[src/rtl/enemy_spawner.sv]
// +------------------------------------------------------------------------+
// | enemy_spawner: enemy slot table with LFSR-placed, tick-paced spawning. |
// | Optional safe zone around the player: ENEMY_SPAWN_SAFE_ZONE_EN.        |
// | Revision: 1.0                                                          |
// +------------------------------------------------------------------------+
`default_nettype none

module enemy_spawner #(
  parameter int MAX_ENEMIES = 10,
  parameter int SPAWN_TICKS = 4,
  parameter int SCREEN_W    = 640,
  parameter int SCREEN_H    = 480,
  parameter int ENEMY_SIZE  = 20,
  parameter int SAFE_MARGIN = 40,
  parameter int MAX_RETRY   = 7
) (
  input  logic                      clk,
  input  logic                      rst_n,
  input  logic                      tick,
  input  logic                      clear_all,
  input  logic [9:0]                player_x,
  input  logic [9:0]                player_y,
  input  logic                      kill_valid,
  input  logic [3:0]                kill_idx,
  output logic                      kill_ready,
  output logic [MAX_ENEMIES-1:0]    enemy_active,
  output logic [10*MAX_ENEMIES-1:0] enemy_x_flat,
  output logic [10*MAX_ENEMIES-1:0] enemy_y_flat,
  output logic [3:0]                active_count,
  output logic                      spawn_pulse
);

  localparam logic [2:0]  S_IDLE   = 3'd0;
  localparam logic [2:0]  S_SCAN   = 3'd1;
  localparam logic [2:0]  S_GEN    = 3'd2;
  localparam logic [2:0]  S_CHECK  = 3'd3;
  localparam logic [2:0]  S_COMMIT = 3'd4;

  localparam logic [15:0] c_lfsr_seed = 16'hACE1;
  localparam logic [15:0] c_lfsr_taps = 16'hB400;
  localparam logic [15:0] c_tick_last = 16'(SPAWN_TICKS - 1);
  localparam logic [3:0]  c_last_slot = 4'(MAX_ENEMIES - 1);
  localparam logic [9:0]  c_x_span    = 10'(SCREEN_W - ENEMY_SIZE);
  localparam logic [9:0]  c_y_span    = 10'(SCREEN_H - ENEMY_SIZE);
  localparam logic [7:0]  c_max_retry = 8'(MAX_RETRY);

  logic [2:0]             r_state;
  logic [2:0]             w_next_state;
  logic [15:0]            r_lfsr;
  logic [15:0]            w_lfsr_next;
  logic [15:0]            r_tick_cnt;
  logic                   r_spawn_req;
  logic [3:0]             r_ptr;
  logic [3:0]             r_target;
  logic [9:0]             r_cand_x;
  logic [9:0]             r_cand_y;
  logic [7:0]             r_retry;
  logic                   w_commit;
  logic                   w_slot_busy;
  logic                   w_reject;
  logic                   w_tick_wrap;
  logic                   w_req_done;
  logic                   w_kill_fire;
  logic [9:0]             w_rx;
  logic [9:0]             w_ry;
  logic [MAX_ENEMIES-1:0] w_kill_mask;
  logic [MAX_ENEMIES-1:0] w_commit_mask;

  assign w_lfsr_next = {1'b0, r_lfsr[15:1]} ^ (r_lfsr[0] ? c_lfsr_taps : 16'h0000);
  assign w_slot_busy = enemy_active[r_ptr];
  assign w_tick_wrap = tick && (r_tick_cnt == c_tick_last);
  assign w_kill_fire = kill_valid && kill_ready;
  assign w_rx        = r_lfsr[9:0];
  assign w_ry        = {1'b0, r_lfsr[15:7]};

`ifdef ENEMY_SPAWN_SAFE_ZONE_EN
  // Zone is the player box (ENEMY_SIZE square) grown by SAFE_MARGIN, low edge clamped at 0.
  localparam logic [10:0] c_size   = 11'(ENEMY_SIZE);
  localparam logic [10:0] c_margin = 11'(SAFE_MARGIN);
  logic [10:0] w_px, w_py, w_cx, w_cy;
  logic [10:0] w_lo_x, w_hi_x, w_lo_y, w_hi_y;
  assign w_px     = {1'b0, player_x};
  assign w_py     = {1'b0, player_y};
  assign w_cx     = {1'b0, r_cand_x};
  assign w_cy     = {1'b0, r_cand_y};
  assign w_lo_x   = (w_px >= c_margin) ? (w_px - c_margin) : 11'd0;
  assign w_lo_y   = (w_py >= c_margin) ? (w_py - c_margin) : 11'd0;
  assign w_hi_x   = w_px + c_size + c_margin;
  assign w_hi_y   = w_py + c_size + c_margin;
  assign w_reject = ((w_cx + c_size) > w_lo_x) && (w_cx < w_hi_x) &&
                    ((w_cy + c_size) > w_lo_y) && (w_cy < w_hi_y);
`else
  logic w_unused;
  assign w_unused = &{1'b0, player_x, player_y};
  assign w_reject = 1'b0;
`endif

  assign w_req_done = ((r_state == S_SCAN) && w_slot_busy && (r_ptr == c_last_slot)) ||
                      ((r_state == S_CHECK) && w_reject && (r_retry == c_max_retry)) ||
                      w_commit;

  for (genvar i = 0; i < MAX_ENEMIES; i++) begin : g_slot
    assign w_kill_mask[i]   = w_kill_fire && (kill_idx == 4'(i)) && enemy_active[i];
    assign w_commit_mask[i] = w_commit && (r_target == 4'(i));
  end

  always_ff @(posedge clk or negedge rst_n) begin
    if (!rst_n) r_state <= S_IDLE;
    else        r_state <= w_next_state;
  end

  always_comb begin
    w_next_state = r_state;
    if (clear_all) begin
      w_next_state = S_IDLE;
    end else begin
      case (r_state)
        S_IDLE:   if (r_spawn_req) w_next_state = S_SCAN;
        S_SCAN: begin
          if (!w_slot_busy)               w_next_state = S_GEN;
          else if (r_ptr == c_last_slot)  w_next_state = S_IDLE;
        end
        S_GEN:    w_next_state = S_CHECK;
        S_CHECK: begin
          if (!w_reject)                  w_next_state = S_COMMIT;
          else if (r_retry == c_max_retry) w_next_state = S_IDLE;
          else                            w_next_state = S_GEN;
        end
        S_COMMIT: w_next_state = S_IDLE;
        default:  w_next_state = S_IDLE;
      endcase
    end
  end

  always_comb begin
    kill_ready = 1'b1;
    w_commit   = 1'b0;
    if (r_state == S_COMMIT) begin
      kill_ready = 1'b0;
      w_commit   = 1'b1;
    end
  end

  always_ff @(posedge clk or negedge rst_n) begin
    if (!rst_n) begin
      r_lfsr       <= c_lfsr_seed;
      r_tick_cnt   <= '0;
      r_spawn_req  <= 1'b0;
      r_ptr        <= '0;
      r_target     <= '0;
      r_cand_x     <= '0;
      r_cand_y     <= '0;
      r_retry      <= '0;
      enemy_active <= '0;
      enemy_x_flat <= '0;
      enemy_y_flat <= '0;
      active_count <= '0;
      spawn_pulse  <= 1'b0;
    end else begin
      r_lfsr      <= w_lfsr_next;
      spawn_pulse <= 1'b0;
      if (clear_all) begin
        enemy_active <= '0;
        active_count <= '0;
        r_spawn_req  <= 1'b0;
        r_retry      <= '0;
        r_tick_cnt   <= '0;
      end else begin
        if (tick) r_tick_cnt <= w_tick_wrap ? 16'd0 : r_tick_cnt + 16'd1;
        // A fresh request landing on the same cycle the old one retires stays pending.
        if (w_tick_wrap)     r_spawn_req <= 1'b1;
        else if (w_req_done) r_spawn_req <= 1'b0;

        case (r_state)
          S_IDLE: r_ptr <= '0;
          S_SCAN: begin
            if (!w_slot_busy) r_target <= r_ptr;
            else              r_ptr    <= r_ptr + 4'd1;
          end
          S_GEN: begin
            r_cand_x <= (w_rx >= c_x_span) ? (w_rx - c_x_span) : w_rx;
            r_cand_y <= (w_ry >= c_y_span) ? (w_ry - c_y_span) : w_ry;
          end
          S_CHECK: begin
            if (w_reject) r_retry <= (r_retry == c_max_retry) ? 8'd0 : r_retry + 8'd1;
          end
          S_COMMIT: begin
            spawn_pulse <= 1'b1;
            r_retry     <= '0;
          end
          default: ;
        endcase

        for (int i = 0; i < MAX_ENEMIES; i++) begin
          if (w_commit_mask[i]) begin
            enemy_x_flat[10*i +: 10] <= r_cand_x;
            enemy_y_flat[10*i +: 10] <= r_cand_y;
          end
        end
        enemy_active <= (enemy_active | w_commit_mask) & ~w_kill_mask;
        if (w_commit)          active_count <= active_count + 4'd1;
        else if (|w_kill_mask) active_count <= active_count - 4'd1;
      end
    end
  end

endmodule

`default_nettype wire

[config.mk]
export PLATFORM = sky130hd
export DESIGN_NAME = enemy_spawner
export DESIGN_NICKNAME = d
export VERILOG_FILES = /design/src/rtl/enemy_spawner.sv
export SDC_FILE = /design/constraint.sdc
export NUM_CORES = 1
export LEC_CHECK = 0
export BUFFER_PORTS_ARGS = -buffer_cell sky130_fd_sc_hd__buf_4
export CAP_MARGIN = 20
export CORE_ASPECT_RATIO = 0.75
export CORE_MARGIN = 2
export CORE_UTILIZATION = 50
export CTS_CLUSTER_DIAMETER = 80
export DETAILED_ROUTE_END_ITERATION = 10
export GPL_ROUTABILITY_DRIVEN = 0
export PLACE_DENSITY = 0.8
export SETUP_SLACK_MARGIN = 0.15
export SKIP_CTS_REPAIR_TIMING = 1
export SLEW_MARGIN = 25
export SYNTH_ARGS = -nofsm -noshare
export SYNTH_HDL_FRONTEND = slang
export SYNTH_SLANG_ARGS = --single-unit
[constraint.sdc]
create_clock -name clk -period 3 [get_ports clk]
set_input_delay 0.15 -clock clk [delete_from_list [all_inputs] [get_ports clk]]
set_output_delay 0.15 -clock clk [all_outputs]
set_load 0.005 [all_outputs]
==> metrics list <==
* Status: complete, but fails checks
* Violations in the final reports: hold timing
- For this run, the slowest stage of the critical path takes 0.63 ns.
* Area delta synth->final: 25.7%
- The number of antenna violations at the first check in global routing was 0.
- Initial Utilization: 51.4%
* Post-synthesis instance area: 11400 µm²
- Setup repair after global routing left no endpoint under its margin.
* Simple-Gate Fraction of Synth Area: between 7 and 8%
* Clk pwr share: 46.3%
* Clock sink count: 279
* Static Leakage: 7.42 nW
* Logic gate share of total power: 3.5%
- After synthesis, flip-flops and latches occupy 61.2% of the total area.
* Final-layout setup total negative slack: 0 ns
- Clock tree from TritonCTS: done
- Count of flip-flops with a built-in enable after synthesis: 0
- The first global-routing pass estimated 43100 µm of wire.
- After the first detailed-routing iteration, the DRC count stood at 451.
* Worst path cell trace: mux4_2, nand2b_1, a21oi_2, and2_1, mux2_2
* Critical-path top delay cell: dfrtp_1
- After clock tree synthesis, the clock-pin slew on the worst setup and hold paths is 0.06 ns.
* Die area: 24100 µm²
- Tightest Hold Check Type: in2reg
* Clock Skews: 0.0182 ns
* Worst hold-check slack: -0.00762 ns
- Sequential cells account for between 50% and 60% of the total power.
- Place WS: 0.594 ns
* Routed via count: 7520
- At the worst endpoint, the required time is 3.41 ns.
- After layout, the worst path uses 81.1% of the clock period.
- Pin count of the biggest net entering global routing: 115
- Across the run, the number of max-cap violations was 0.
- Buffer depth of the longest clock path: 3
* Most common cell after layout, fill and taps aside: dfrtp_1
* Worst-case vdd ir drop: 0.385 mV
- Synthesized netlist net count: 860
- PortBufs: roughly 220
- Largest family of logic cells by synthesized area: multiplexers
- In this run the number of H-tree levels came out at 1.
- TritonCTS created 26 clock buffers.
- DP Wirelength: about 19000 µm
* Internal power consumption: 6.03 mW
* Die boundary width: 179 µm
- After detailed routing, the average wire length per cell comes to 20.6 µm.
- A synthesized cell averages 13.9 µm².
- Number of detailed-routing iterations run before antenna repair: 5
- Dividing the detail-routed via count by the number of cells gives 5.55.
* Worst skew pair latency: ~0.54 ns
* Actual transition at the worst max-transition pin: 0.940 ns
- During synthesis, Yosys emitted a total of 0 warnings.
- Once layout is done, the placed cells without fillers occupy around 14000 µm².
- For this run, the total global-route usage over all layers was measured as 23.1%.
- The via count of the first global-routing pass is 7639.
- In this run switching power makes up 21.0% of total power.
- Summed over all layers, the routed wires come to 28000 µm.
* Final-stage net count: 1080
* Min Tclk post-route: 2.43 ns
- Setup violations remaining at the end of the flow were counted as 0.
- For this run the aggregate overflow at the end of global routing stands at 0.
- Buffer type at the clock tree root: clkbuf_16
* Area fraction in compound gates after synthesis: 4.04%
- Pin placement for this block handled 245 I/O pins.
* Area after DPL: ~13000 µm²
- The number of antenna diodes in the final layout is 0.
* Synth cell types: 53
* PnR worst setup slack: 0.568 ns
- At the worst endpoint, the arrival time is 2.84 ns.
- Counting flops and latches in the post-synthesis netlist gives ~280.
- After technology mapping, the gate count stands at 823.
- Synth Area in XOR/XNOR: 1.99%
* Max-slew headroom: around 37%
- Mux contribution to synthesized area: 22.2%
- Number of hold-slack violations in the final timing report: 1
- Element type at the critical path end: flop
- The synthesized netlist devotes 0.942% of its cell area to adder and majority cells.
* Antenna Nets Post-Route: 0
- Synth async-reset ratio: between 90% and 100%
* Net switching power: 1.60 mW
* Most frequent cells in the layout: 271 x dfrtp_1, 236 x buf_4, 189 x mux2_2
* Max-slew violation total from the final report: 0
* Path type of the worst setup path: reg2reg
* Power density over the cells: between 500 and 600 nW/µm²
- CP Max Fanout: 11
- Core region area: around 22000 µm²
* Primary FF master, synth: dfrtp_1
* Fraction of layout cells with a size suffix above 1: 48.6%
* Startpoint class of the critical path: flop
* Std cell rows: 47
- Highest clock frequency the design can meet: 411 MHz
* Number of DRC violations after detailed routing: 0
- The die is 135 µm tall.
per-stage QoR:
stage                     instances  utilization, %  total power, mW  hold WS (ns)
after global routing           1356            64.6             7.87        0.0202
after floorplan                 823               -             4.01        -0.146
after global placement         1307            60.3             4.16         0.284
after detailed placement       1307            60.3             4.16         0.295
final                          1356            64.6             7.63      -0.00762
after CTS                      1354            64.5             7.68        -0.262
layout make-up:
| cell class | count | area [µm²] |
|---|---|---|
| Tap cell | 294 | 368 |
| Clock inverter | 12 | 174 |
| Clock buffer | 35 | 764 |
| Fill cell | 1580 | 7880 |
| Sequential cell | 279 | 6990 |
| Timing Repair Buffer | 243 | 1890 |
| Multi-Input combinational cell | 487 | 4140 |
| Inverter | 6 | 25.0 |
path summary, 6_finish.rpt:
check | startpoint | to | slack [ns] | depth (start not counted)
setup / recovery | r_ptr[0] | r_target[0] | 0.57 | 5
hold / removal | kill_valid | enemy_active[3] | -0.008 | 4
setup reg to reg | r_ptr[0] | r_target[0] | 0.57 | 5
hold reg to reg | r_lfsr[6] | r_lfsr[5] | 0.40 | 0
max in group asynchronous | rst_n | r_lfsr[10] | 1.87 | 3
min in group asynchronous | rst_n | enemy_x_flat[91] | 0.28 | 2
metal layers:
| layer | routed length, µm | vias to the layer above | track usage, % |
|---|---|---|---|
| met3 | 1930 | 59 | 5.01 |
| met1 | 12400 | 3853 | 32.1 |
| met5 | 0 | - | 0 |
| met2 | 12900 | 266 | 36.9 |
| li1 | - | 3342 | - |
| met4 | 739 | 0 | 6.87 |
Yosys cell counts, types with 3 or more instances:
cell,n,area (µm²)
dfrtp_1,271,6780
mux2_2,189,2130
nand2_1,46,173
nor2_1,42,158
clkbuf_1,27,101
o21ai_0,26,130
mux2_4,20,300
a21oi_1,16,80.1
nor3_1,13,65.1
xnor2_1,13,114
xor2_1,13,114
buf_2,10,50.1
buf_4,10,75.1
nand2b_1,10,62.6
nand3_1,10,50.1
a311oi_1,8,70.1
dfstp_2,8,210
mux2i_1,8,80.1
ha_1,7,87.6
nand4_1,7,43.8
nor2b_1,7,43.8
inv_1,5,18.8
nand3b_1,5,37.5
and2_1,4,25.0
nor4_1,4,25.0
a211oi_1,3,22.5
a21o_1,3,22.5
a22o_1,3,26.3
and3_1,3,18.8
buf_6,3,33.8
registers in the layout, summed over array words and instances (netlist names), 4 cells and up:
name / cells
r_lfsr: 16
r_cand_y: 10
enemy_x_flat: 100
enemy_y_flat: 100
r_cand_x: 10
r_ptr: 4
active_count: 4
enemy_active: 10
r_target: 4
r_tick_cnt: 16
critical path: cells and delay by family, from the launching register on:
kind               cells  cell delay (ns)
AOI/OAI and AO/OA      1             0.27
DFF                    1             0.63
muxes                  2             0.92
and+or+nand+nor        2             0.49
power groups by stage:
stage	Clock [mW]	Sequential, mW	Combinational [mW]
final	3.53	3.82	0.269
after global routing	3.73	3.83	0.311
after CTS	3.59	3.82	0.273
after detailed placement	0	3.89	0.272
after global placement	0	3.89	0.266
after floorplan	0	3.89	0.124
cells by family after synthesis:
| kind of cell | Yosys count |
|---|---|
| AO/OA/AOI/OAI | 72 |
| XOR/XNOR | 26 |
| adder cells (fa/ha/maj) | 8 |
| buffers and inverters | 57 |
| flip-flops | 279 |
| multiplexers | 218 |
| AND/OR/NAND/NOR | 163 |
No activity file was read; power rests on OpenSTA's default activity.
